<file path="src/rtl/cam_pkg.sv">
// Shared opcodes and sequencer state encoding for the CAM subarray command path.
package cam_pkg;

  localparam logic [2:0] OP_WRITE   = 3'b000;
  localparam logic [2:0] OP_UPDATE  = 3'b001;
  localparam logic [2:0] OP_S_CMP   = 3'b010;
  localparam logic [2:0] OP_S_PPG   = 3'b011;
  localparam logic [2:0] OP_S_CMP2  = 3'b100;
  localparam logic [2:0] OP_S_PPG2  = 3'b101;
  localparam logic [2:0] OP_S_MIX   = 3'b110;
  localparam logic [2:0] OP_ILLEGAL = 3'b111;

  typedef enum logic [1:0] {
    ST_IDLE,
    ST_ISSUE,
    ST_WAIT,
    ST_RESP
  } seq_state_t;

  function automatic logic is_search(input logic [2:0] op);
    return (op >= OP_S_CMP) && (op <= OP_S_MIX);
  endfunction

endpackage

</file>
<file path="src/rtl/cam_rsp_slice.sv">
// Response holding register: keeps rsp_tag/rsp_err stable from load until the
// consumer takes the response.
module cam_rsp_slice #(
  parameter int TAG_W = 32
) (
  input  logic             CLK,
  input  logic             RST_N,
  input  logic             load,
  input  logic [TAG_W-1:0] load_tag,
  input  logic             load_err,
  input  logic             rsp_ready,
  output logic             rsp_valid,
  output logic [TAG_W-1:0] rsp_tag,
  output logic             rsp_err
);

  always_ff @(posedge CLK) begin
    if (!RST_N) begin
      rsp_valid <= 1'b0;
      rsp_tag   <= '0;
      rsp_err   <= 1'b0;
    end else if (load) begin
      rsp_valid <= 1'b1;
      rsp_tag   <= load_tag;
      rsp_err   <= load_err;
    end else if (rsp_valid && rsp_ready) begin
      rsp_valid <= 1'b0;
    end
  end

endmodule

</file>
<file path="src/rtl/cam_op_sequencer.sv">
// Single-owner command sequencer for a 36x32 CAM subarray: issues one control
// pulse per command, waits out search latency and returns (optionally chained) results.
module cam_op_sequencer
  import cam_pkg::*;
#(
  parameter int TAG_W   = 32,
  parameter int TAG_LAT = 1
) (
  input  logic             CLK,
  input  logic             RST_N,
  input  logic             cmd_valid,
  output logic             cmd_ready,
  input  logic [2:0]       cmd_op,
  input  logic             cmd_chain,
  input  logic [TAG_W-1:0] cmd_data,
  input  logic [TAG_W-1:0] cmd_mask,
  input  logic             cmd_update,
  input  logic [9:0]       cmd_cmp_addr,
  input  logic [5:0]       cmd_ppg_addr,
  input  logic [1:0]       cmd_cmp_data,
  input  logic [1:0]       cmd_ppg_data,
  input  logic             cmd_addr_sel,
  output logic             rsp_valid,
  input  logic             rsp_ready,
  output logic [TAG_W-1:0] rsp_tag,
  output logic             rsp_err,
  output logic             busy,
  output logic [TAG_W-1:0] cam_data_in,
  output logic             cam_update_signal,
  output logic [9:0]       cam_cmp_addr,
  output logic [5:0]       cam_ppg_addr,
  output logic [1:0]       cam_cmp_data,
  output logic [1:0]       cam_ppg_data,
  output logic [TAG_W-1:0] cam_tag_in,
  output logic             cam_addr_select,
  output logic [2:0]       cam_operation_mode,
  output logic             cam_chip_enable,
  input  logic [TAG_W-1:0] cam_tag_out
);

  seq_state_t       state;
  logic [2:0]       op_q;
  logic             chain_q;
  logic [2:0]       wait_cnt;
  logic [TAG_W-1:0] acc;
  logic [TAG_W-1:0] result_tag;
  logic             result_err;
  logic             rsp_load;
  logic [TAG_W-1:0] search_result;

  assign cmd_ready     = (state == ST_IDLE);
  assign busy          = (state != ST_IDLE);
  assign search_result = chain_q ? (acc & cam_tag_out) : cam_tag_out;

  // cam_* pins are loaded on the accepting edge so they are valid for the whole
  // ISSUE cycle and otherwise hold, keeping the subarray inputs glitch-free.
  always_ff @(posedge CLK) begin
    if (!RST_N) begin
      state              <= ST_IDLE;
      op_q               <= '0;
      chain_q            <= 1'b0;
      wait_cnt           <= '0;
      acc                <= '1;
      result_tag         <= '0;
      result_err         <= 1'b0;
      rsp_load           <= 1'b0;
      cam_data_in        <= '0;
      cam_update_signal  <= 1'b0;
      cam_cmp_addr       <= '0;
      cam_ppg_addr       <= '0;
      cam_cmp_data       <= '0;
      cam_ppg_data       <= '0;
      cam_tag_in         <= '0;
      cam_addr_select    <= 1'b0;
      cam_operation_mode <= '0;
      cam_chip_enable    <= 1'b0;
    end else begin
      rsp_load        <= 1'b0;
      cam_chip_enable <= 1'b0;
      case (state)
        ST_IDLE: begin
          if (cmd_valid) begin
            op_q    <= cmd_op;
            chain_q <= cmd_chain;
            state   <= ST_ISSUE;
            if (cmd_op != OP_ILLEGAL) begin
              cam_chip_enable    <= 1'b1;
              cam_operation_mode <= cmd_op;
              cam_update_signal  <= (cmd_op == OP_UPDATE) && cmd_update;
              cam_cmp_addr       <= cmd_cmp_addr;
              cam_ppg_addr       <= cmd_ppg_addr;
              cam_cmp_data       <= cmd_cmp_data;
              cam_ppg_data       <= cmd_ppg_data;
              cam_addr_select    <= cmd_addr_sel;
              if (cmd_op == OP_WRITE)
                cam_data_in <= cmd_data;
              if (cmd_op == OP_UPDATE)
                cam_tag_in <= cmd_mask;
              else if (is_search(cmd_op))
                cam_tag_in <= acc;
            end
          end
        end
        ST_ISSUE: begin
          if (op_q == OP_ILLEGAL) begin
            result_tag <= '0;
            result_err <= 1'b1;
            rsp_load   <= 1'b1;
            state      <= ST_RESP;
          end else if (is_search(op_q)) begin
            wait_cnt <= 3'(TAG_LAT - 1);
            state    <= ST_WAIT;
          end else begin
            state <= ST_IDLE;
          end
        end
        ST_WAIT: begin
          if (wait_cnt == '0) begin
            acc        <= search_result;
            result_tag <= search_result;
            result_err <= 1'b0;
            rsp_load   <= 1'b1;
            state      <= ST_RESP;
          end else begin
            wait_cnt <= wait_cnt - 3'd1;
          end
        end
        ST_RESP: begin
          if (rsp_valid && rsp_ready)
            state <= ST_IDLE;
        end
        default: state <= ST_IDLE;
      endcase
    end
  end

  cam_rsp_slice #(
    .TAG_W(TAG_W)
  ) u_rsp_slice (
    .CLK       (CLK),
    .RST_N     (RST_N),
    .load      (rsp_load),
    .load_tag  (result_tag),
    .load_err  (result_err),
    .rsp_ready (rsp_ready),
    .rsp_valid (rsp_valid),
    .rsp_tag   (rsp_tag),
    .rsp_err   (rsp_err)
  );

endmodule

</file>
<file path="config.mk">
export PLATFORM = sky130hd
export DESIGN_NAME = cam_op_sequencer
export DESIGN_NICKNAME = d
export VERILOG_FILES = /design/src/rtl/cam_pkg.sv /design/src/rtl/cam_rsp_slice.sv /design/src/rtl/cam_op_sequencer.sv
export SDC_FILE = /design/constraint.sdc
export NUM_CORES = 1
export LEC_CHECK = 0
export ABC_AREA = 1
export BUFFER_PORTS_ARGS = -buffer_cell sky130_fd_sc_hd__buf_2
export CAP_MARGIN = 20
export CORE_MARGIN = 5
export CORE_UTILIZATION = 45
export CTS_CLUSTER_SIZE = 24
export DETAILED_ROUTE_END_ITERATION = 8
export PLACE_DENSITY_LB_ADDON = 0.05
export SYNTH_ARGS = -nofsm -noshare
export SYNTH_HDL_FRONTEND = slang
export SYNTH_SLANG_ARGS = --single-unit
export TNS_END_PERCENT = 50
</file>
<file path="constraint.sdc">
create_clock -name CLK -period 3.3 [get_ports CLK]
set_clock_uncertainty 0.15 [all_clocks]
set_input_delay 0.495 -clock CLK [delete_from_list [all_inputs] [get_ports CLK]]
set_output_delay 0.495 -clock CLK [all_outputs]
set_load 0.02 [all_outputs]
</file>
Yosys cells after proc, flatten, opt, wreduce, memory -nomap -nowiden. Index checks and enable logic that the tools add are counted.

Register bits: 199. Bits of input ports: 126. Output and inout port bits: 126. Word-level logic and storage cells: 85.

$add $sub $neg: 1. $lt $le $gt $ge: 4. Equal/unequal tests: 13. Muxes and demuxes: 25. Bitwise operators: 1. Reductions and logical operators: 20.

Operator list (count): $mux W32 (5); $pmux W32 S2 (1); $and A32 B32 Y32 (1); $ne A2 B2 Y1 const B (7); $reduce_and A3 Y1 (4); $reduce_and A4 Y1 (3); $mux W2 (5); $mux W3 (3); $pmux W2 S4 (1); $reduce_bool A2 Y1 (4); $mux W1 (7); $ge A3 B2 Y1 const B (2); $le A3 B3 Y1 const B (2); $logic_not A3 Y1 (2); $pmux W3 S2 (1); $eq A2 B2 Y1 const B (2); $logic_and A1 B1 Y1 (4); $pmux W1 S2 (2); $reduce_and A2 Y1 (2); $eq A3 B1 Y1 const B (1); $eq A3 B3 Y1 const B (1); $ne A3 B3 Y1 const B (1); $sub A3 B1 Y3 const B (1); $eq A2 B1 Y1 const B (1); $logic_not A2 Y1 (1).

Longest topological paths before layout.
Depth after elaboration: 5. Depth in mapped cells: 11. Depth with buffers taken out: 10.

By module. Synthesis repeated with hierarchy kept, for this count alone.

Cells, all modules: 1147. Area, all modules: 8135.3 um^2.

By module, submodules not included: cam_op_sequencer (times used 1, cells an instance 1000, area each 6957.9 um^2, seq. area each 3303.2 um^2); cam_rsp_slice (times used 1, cells an instance 147, area each 1177.4 um^2, seq. area each 680.7 um^2).

Least setup slack after synthesis. No wires, ideal clock.

Kind: reg2reg. From: register state[0]. To: register cam_data_in[0]. Setup time: 0.128 ns. Data arrival time: 1.505 ns. Required time: 3.022 ns. Path slack: 1.517 ns. Cell stages (with the launch flop): 8. Path buffers: 1. Period minus slack after synthesis: 1.783 ns. Cells stage by stage: dfxtp_1 inv_1 ha_1 nand2_2 clkinv_2 nand3_2 clkbuf_1 a21oi_1.

Longest elaborated chain between the ends: 2.

RTL lines: start: declaration (RTL line cam_op_sequencer.sv:41) `seq_state_t state;`; start signal: assignment (RTL line cam_op_sequencer.sv:59) `state <= ST_IDLE;`; start signal: assignment (RTL line cam_op_sequencer.sv:85) `state <= ST_ISSUE;`; start signal: assignment (RTL line cam_op_sequencer.sv:109) `state <= ST_RESP;`; $logic_not A2 Y1; via cmd_ready (RTL line cam_op_sequencer.sv:12) `output logic cmd_ready,`; $reduce_and A4 Y1 (no source line); end signal: assignment (RTL line cam_op_sequencer.sv:96) `cam_data_in <= cmd_data;`; end: declaration (RTL line cam_op_sequencer.sv:28) `output logic [TAG_W-1:0] cam_data_in,`.

The timed path passes the listed nets, and every way through them passes these cells. A chain may end at the register's enable or synchronous reset.

Worst setup path in the final report.
From: register state[0]. To: register cam_tag_in[3].

Longest elaborated chain between the ends: 2.

RTL lines: $logic_not A2 Y1 (RTL line cam_op_sequencer.sv:80) `case (state)`; $reduce_and A4 Y1 (no source line); end signal: assignment (RTL line cam_op_sequencer.sv:98) `cam_tag_in <= cmd_mask;`; end: declaration (RTL line cam_op_sequencer.sv:34) `output logic [TAG_W-1:0] cam_tag_in,`.

No other way between the ends.

==> impl_metrics.csv <==
group,metric,value,unit
yosys,synth-main-ff-cell,"dfxtp_1",
placed_design,gp_congestion,0.866,
clock_network,clk_path_buf_depth,2,
worst_setup_path,crit_type,"reg -> reg",
yosys,synth_edf_count,0,
floorplanning,die-area,20700,um2
pwr,powerDensity,830,nW/um2
global_route,antenna_found_initial,1,
yosys,yosysMostFrequentCell,"nand2_1",
global_route,track_usage,0.211,
clock_network,insertion_delay,450,ps
pwr,peakVddDrop,0.000421,V
global_route,grt_pass1_vias,6498,
floorplanning,design.core.area,17800,um2
drt,viasPerCell,4.68,
sta,timing.slew.headroom,0.329,
clock_network,postCtsHoldBufs,0,
yosys,yosysTopAreaCellShare,0.494,
sta,fin_crit,2270,ps
clock_network,post_cts_buffers,0,
yosys,synth_cell_types,26,
worst_setup_path,crit_path_frequent_cell,"nand2_1",
yosys,ys_seq_area_frac,0.494,
yosys,synthTopCellsByCount,"nand2_1 (211), dfxtp_1 (199), nor2_1 (185), o21ai_0 (175), inv_1 (115)",
yosys,synth_seq_cells,199,
placed_design,dpl.hpwl,16.0,mm
placed_design,dpl_cell_area,9290,um2
worst_setup_path,cp.arrival,2450,ps
drt,detailroute.via_count,7322,
clock_network,htreeDepth,4,
drt,first_iter_violations,430,
clock_network,cts_tree,"built",
worst_hold_path,hold_path.class,"in -> reg",
worst_setup_path,max_stage_delay,380,ps
yosys,synthTopCellsByArea,"dfxtp_1 (49%), o21ai_0 (11%), nand2_1 (9.8%), nor2_1 (8.6%), a21oi_1 (6.5%)",
sta,fmax,441,MHz
worst_setup_path,path_delay_family,"simple AND/OR/NAND/NOR gates",
worst_setup_path,slowest_stage,"dfxtp_1",
floorplanning,die_x,144,um
status,outcome,"finished clean",
sta,tns,0,ps
worst_setup_path,required,3480,ps
yosys,synthCells,1116,
sta,rsz0062_at_grt,"false",
sta,timing.final.crit_share,0.687,
finish,n_antenna_cell,0,
floorplanning,placementRows,49,
floorplanning,die_h,144,um
global_route,grt-ovfl-total,0,
worst_setup_path,crit_buf_inv,3,
yosys,postSynthAreaPerCell,7.23,um2
worst_setup_path,path_cells,"inv_1, ha_1, nand2_2, clkinv_2, nand2_4, inv_6, nand2_8, nand2_1, nand2_1, nor2_1",
finish,drive_above_1_share,0.236,
drt,drc_errors,0,
sta,timing_hold_violations_final,0,
sta,setup_viol,0,
yosys,syn_nets,1249,
worst_setup_path,cp-start-kind,"flop",
clock_network,numCtsBuffers,17,
clock_network,cts.repair.resized,0,
yosys,yosysWarningCount,0,
clock_network,clkSinkCount,199,
sta,tightest_slew,1010,ps
drt,wl,22.5,mm
drt,routedWlPerCell,14.4,um
yosys,yosys.area.top_type,"dfxtp_1",
floorplanning,boundaryPins,252,
finish,final_nets,1457,
yosys,netlist_area,8070,um2
yosys,async_reset_ff_frac,0,
finish,area_delta_synth_final,23.6,%
sta,finalMaxSlewViolations,0,
worst_setup_path,end_kind,"flop",
drt,ant_nets,0,
clock_network,cts-root-buf,"clkbuf_16",
global_route,grt_max_degree,67,
finish,final_cell_area,9970,um2
floorplanning,start_util,0.454,
pwr,leakagePower,0.00494,uW
clock_network,path_clk_slew,70,ps
placed_design,numPortBuffers,251,
worst_setup_path,path_max_fanout,64,
drt,firstDrtPassIters,5,
job,maxCapViolCount,0,
global_route,grt_pass1_wl,34.5,mm
-- final cells by class --
type / count / area (um2)
Sequential cell: 199 / 3990
Clock inverter: 15 / 231
Multi-Input combinational cell: 726 / 3250
Clock buffer: 17 / 425
Tap cell: 229 / 287
Fill cell: 1791 / 7810
Inverter: 121 / 460
Timing Repair Buffer: 259 / 1330
-- metrics by stage --
step,total power [uW],utilization,hold slack [ps],cells,setup slack (ps)
after floorplan,5380,-,284,1116,1520
after global placement,5970,0.523,280,1533,776
after detailed placement,6020,0.523,283,1533,712
after CTS,8350,0.560,144,1565,697
after global routing,8880,0.561,164,1566,804
final,8280,0.561,162,1566,1030
-- flip-flops by register name, indices dropped and copies added, names as in the netlist, 3 cells and up, named ones only --
signal,flops
acc,32
cam_data_in,32
cam_tag_in,32
result_tag,32
u_rsp_slice.rsp_tag,32
cam_cmp_addr,10
cam_ppg_addr,6
cam_operation_mode,3
op_q,3
wait_cnt,3
-- worst reg2reg max path: cells and delay by family, from the launching register on --
family | cells | cell delay [ps]
simple gates | 6 | 1000
flops | 1 | 380
buf+inv | 3 | 380
fa+ha+maj | 1 | 260
-- per-layer routing --
| layer | GRT usage | share of wire | vias to the layer above |
|---|---|---|---|
| met3 | 0.0536 | 0.077 | 31 |
| li1 | - | - | 3934 |
| met4 | 0.0743 | 0.020 | 2 |
| met2 | 0.307 | 0.42 | 213 |
| met1 | 0.304 | 0.48 | 3142 |
| met5 | 0 | 0.00058 | - |
-- where the power goes --
part	internal, uW	switching (uW)	leakage (uW)	total [uW]
combinational	884	1810	0.00300	2690
sequential	2990	283	0.00163	3270
clock	1310	1010	0.000315	2310
-- cells in the final DEF (no fill, tap or decap) --
master      count
nand2_8         1
ha_1            7
dfxtp_2         1
nor2_1        185
a21oi_1       104
clkinv_8        1
nand4_1         2
clkinv_2        1
buf_4           8
nand2_4         1
inv_1         115
o21ai_1        15
buf_2         250
o21bai_1        1
inv_6           4
a211oi_1        1
nand3_2         3
clkinvlp_4      2
bufinv_16       4
buf_12          1
nand2_1       211
inv_8           4
dfxtp_1       198
clkinv_4        1
nand2_2        12
clkbuf_16      17
o21ai_0       175
nor2_2          1
nand3_1         7
inv_2           4
-- path summary, 6_finish.rpt --
kind	cells past startpoint	endpoint	from	slack, ps
setup / recovery	10	cam_tag_in[3]	state[0]	1030
hold / removal	3	cam_cmp_addr[2]	cmd_cmp_addr[2]	160
setup reg to reg	10	cam_tag_in[3]	state[0]	1030
hold reg to reg	2	cam_data_in[18]	cam_data_in[18]	290
-- kinds of logic (layout without fill, tap and decap cells) --
| family | count (synthesis) | in the layout | synth area share |
|---|---|---|---|
| adders and majority gates | 7 | 7 | 0.0109 |
| and+or+nand+nor | 423 | 423 | 0.207 |
| AOI/OAI and AO/OA | 296 | 296 | 0.184 |
| DFF | 199 | 199 | 0.494 |
| buffers and inverters | 191 | 412 | 0.104 |
Power figures use the tool's default switching activity.
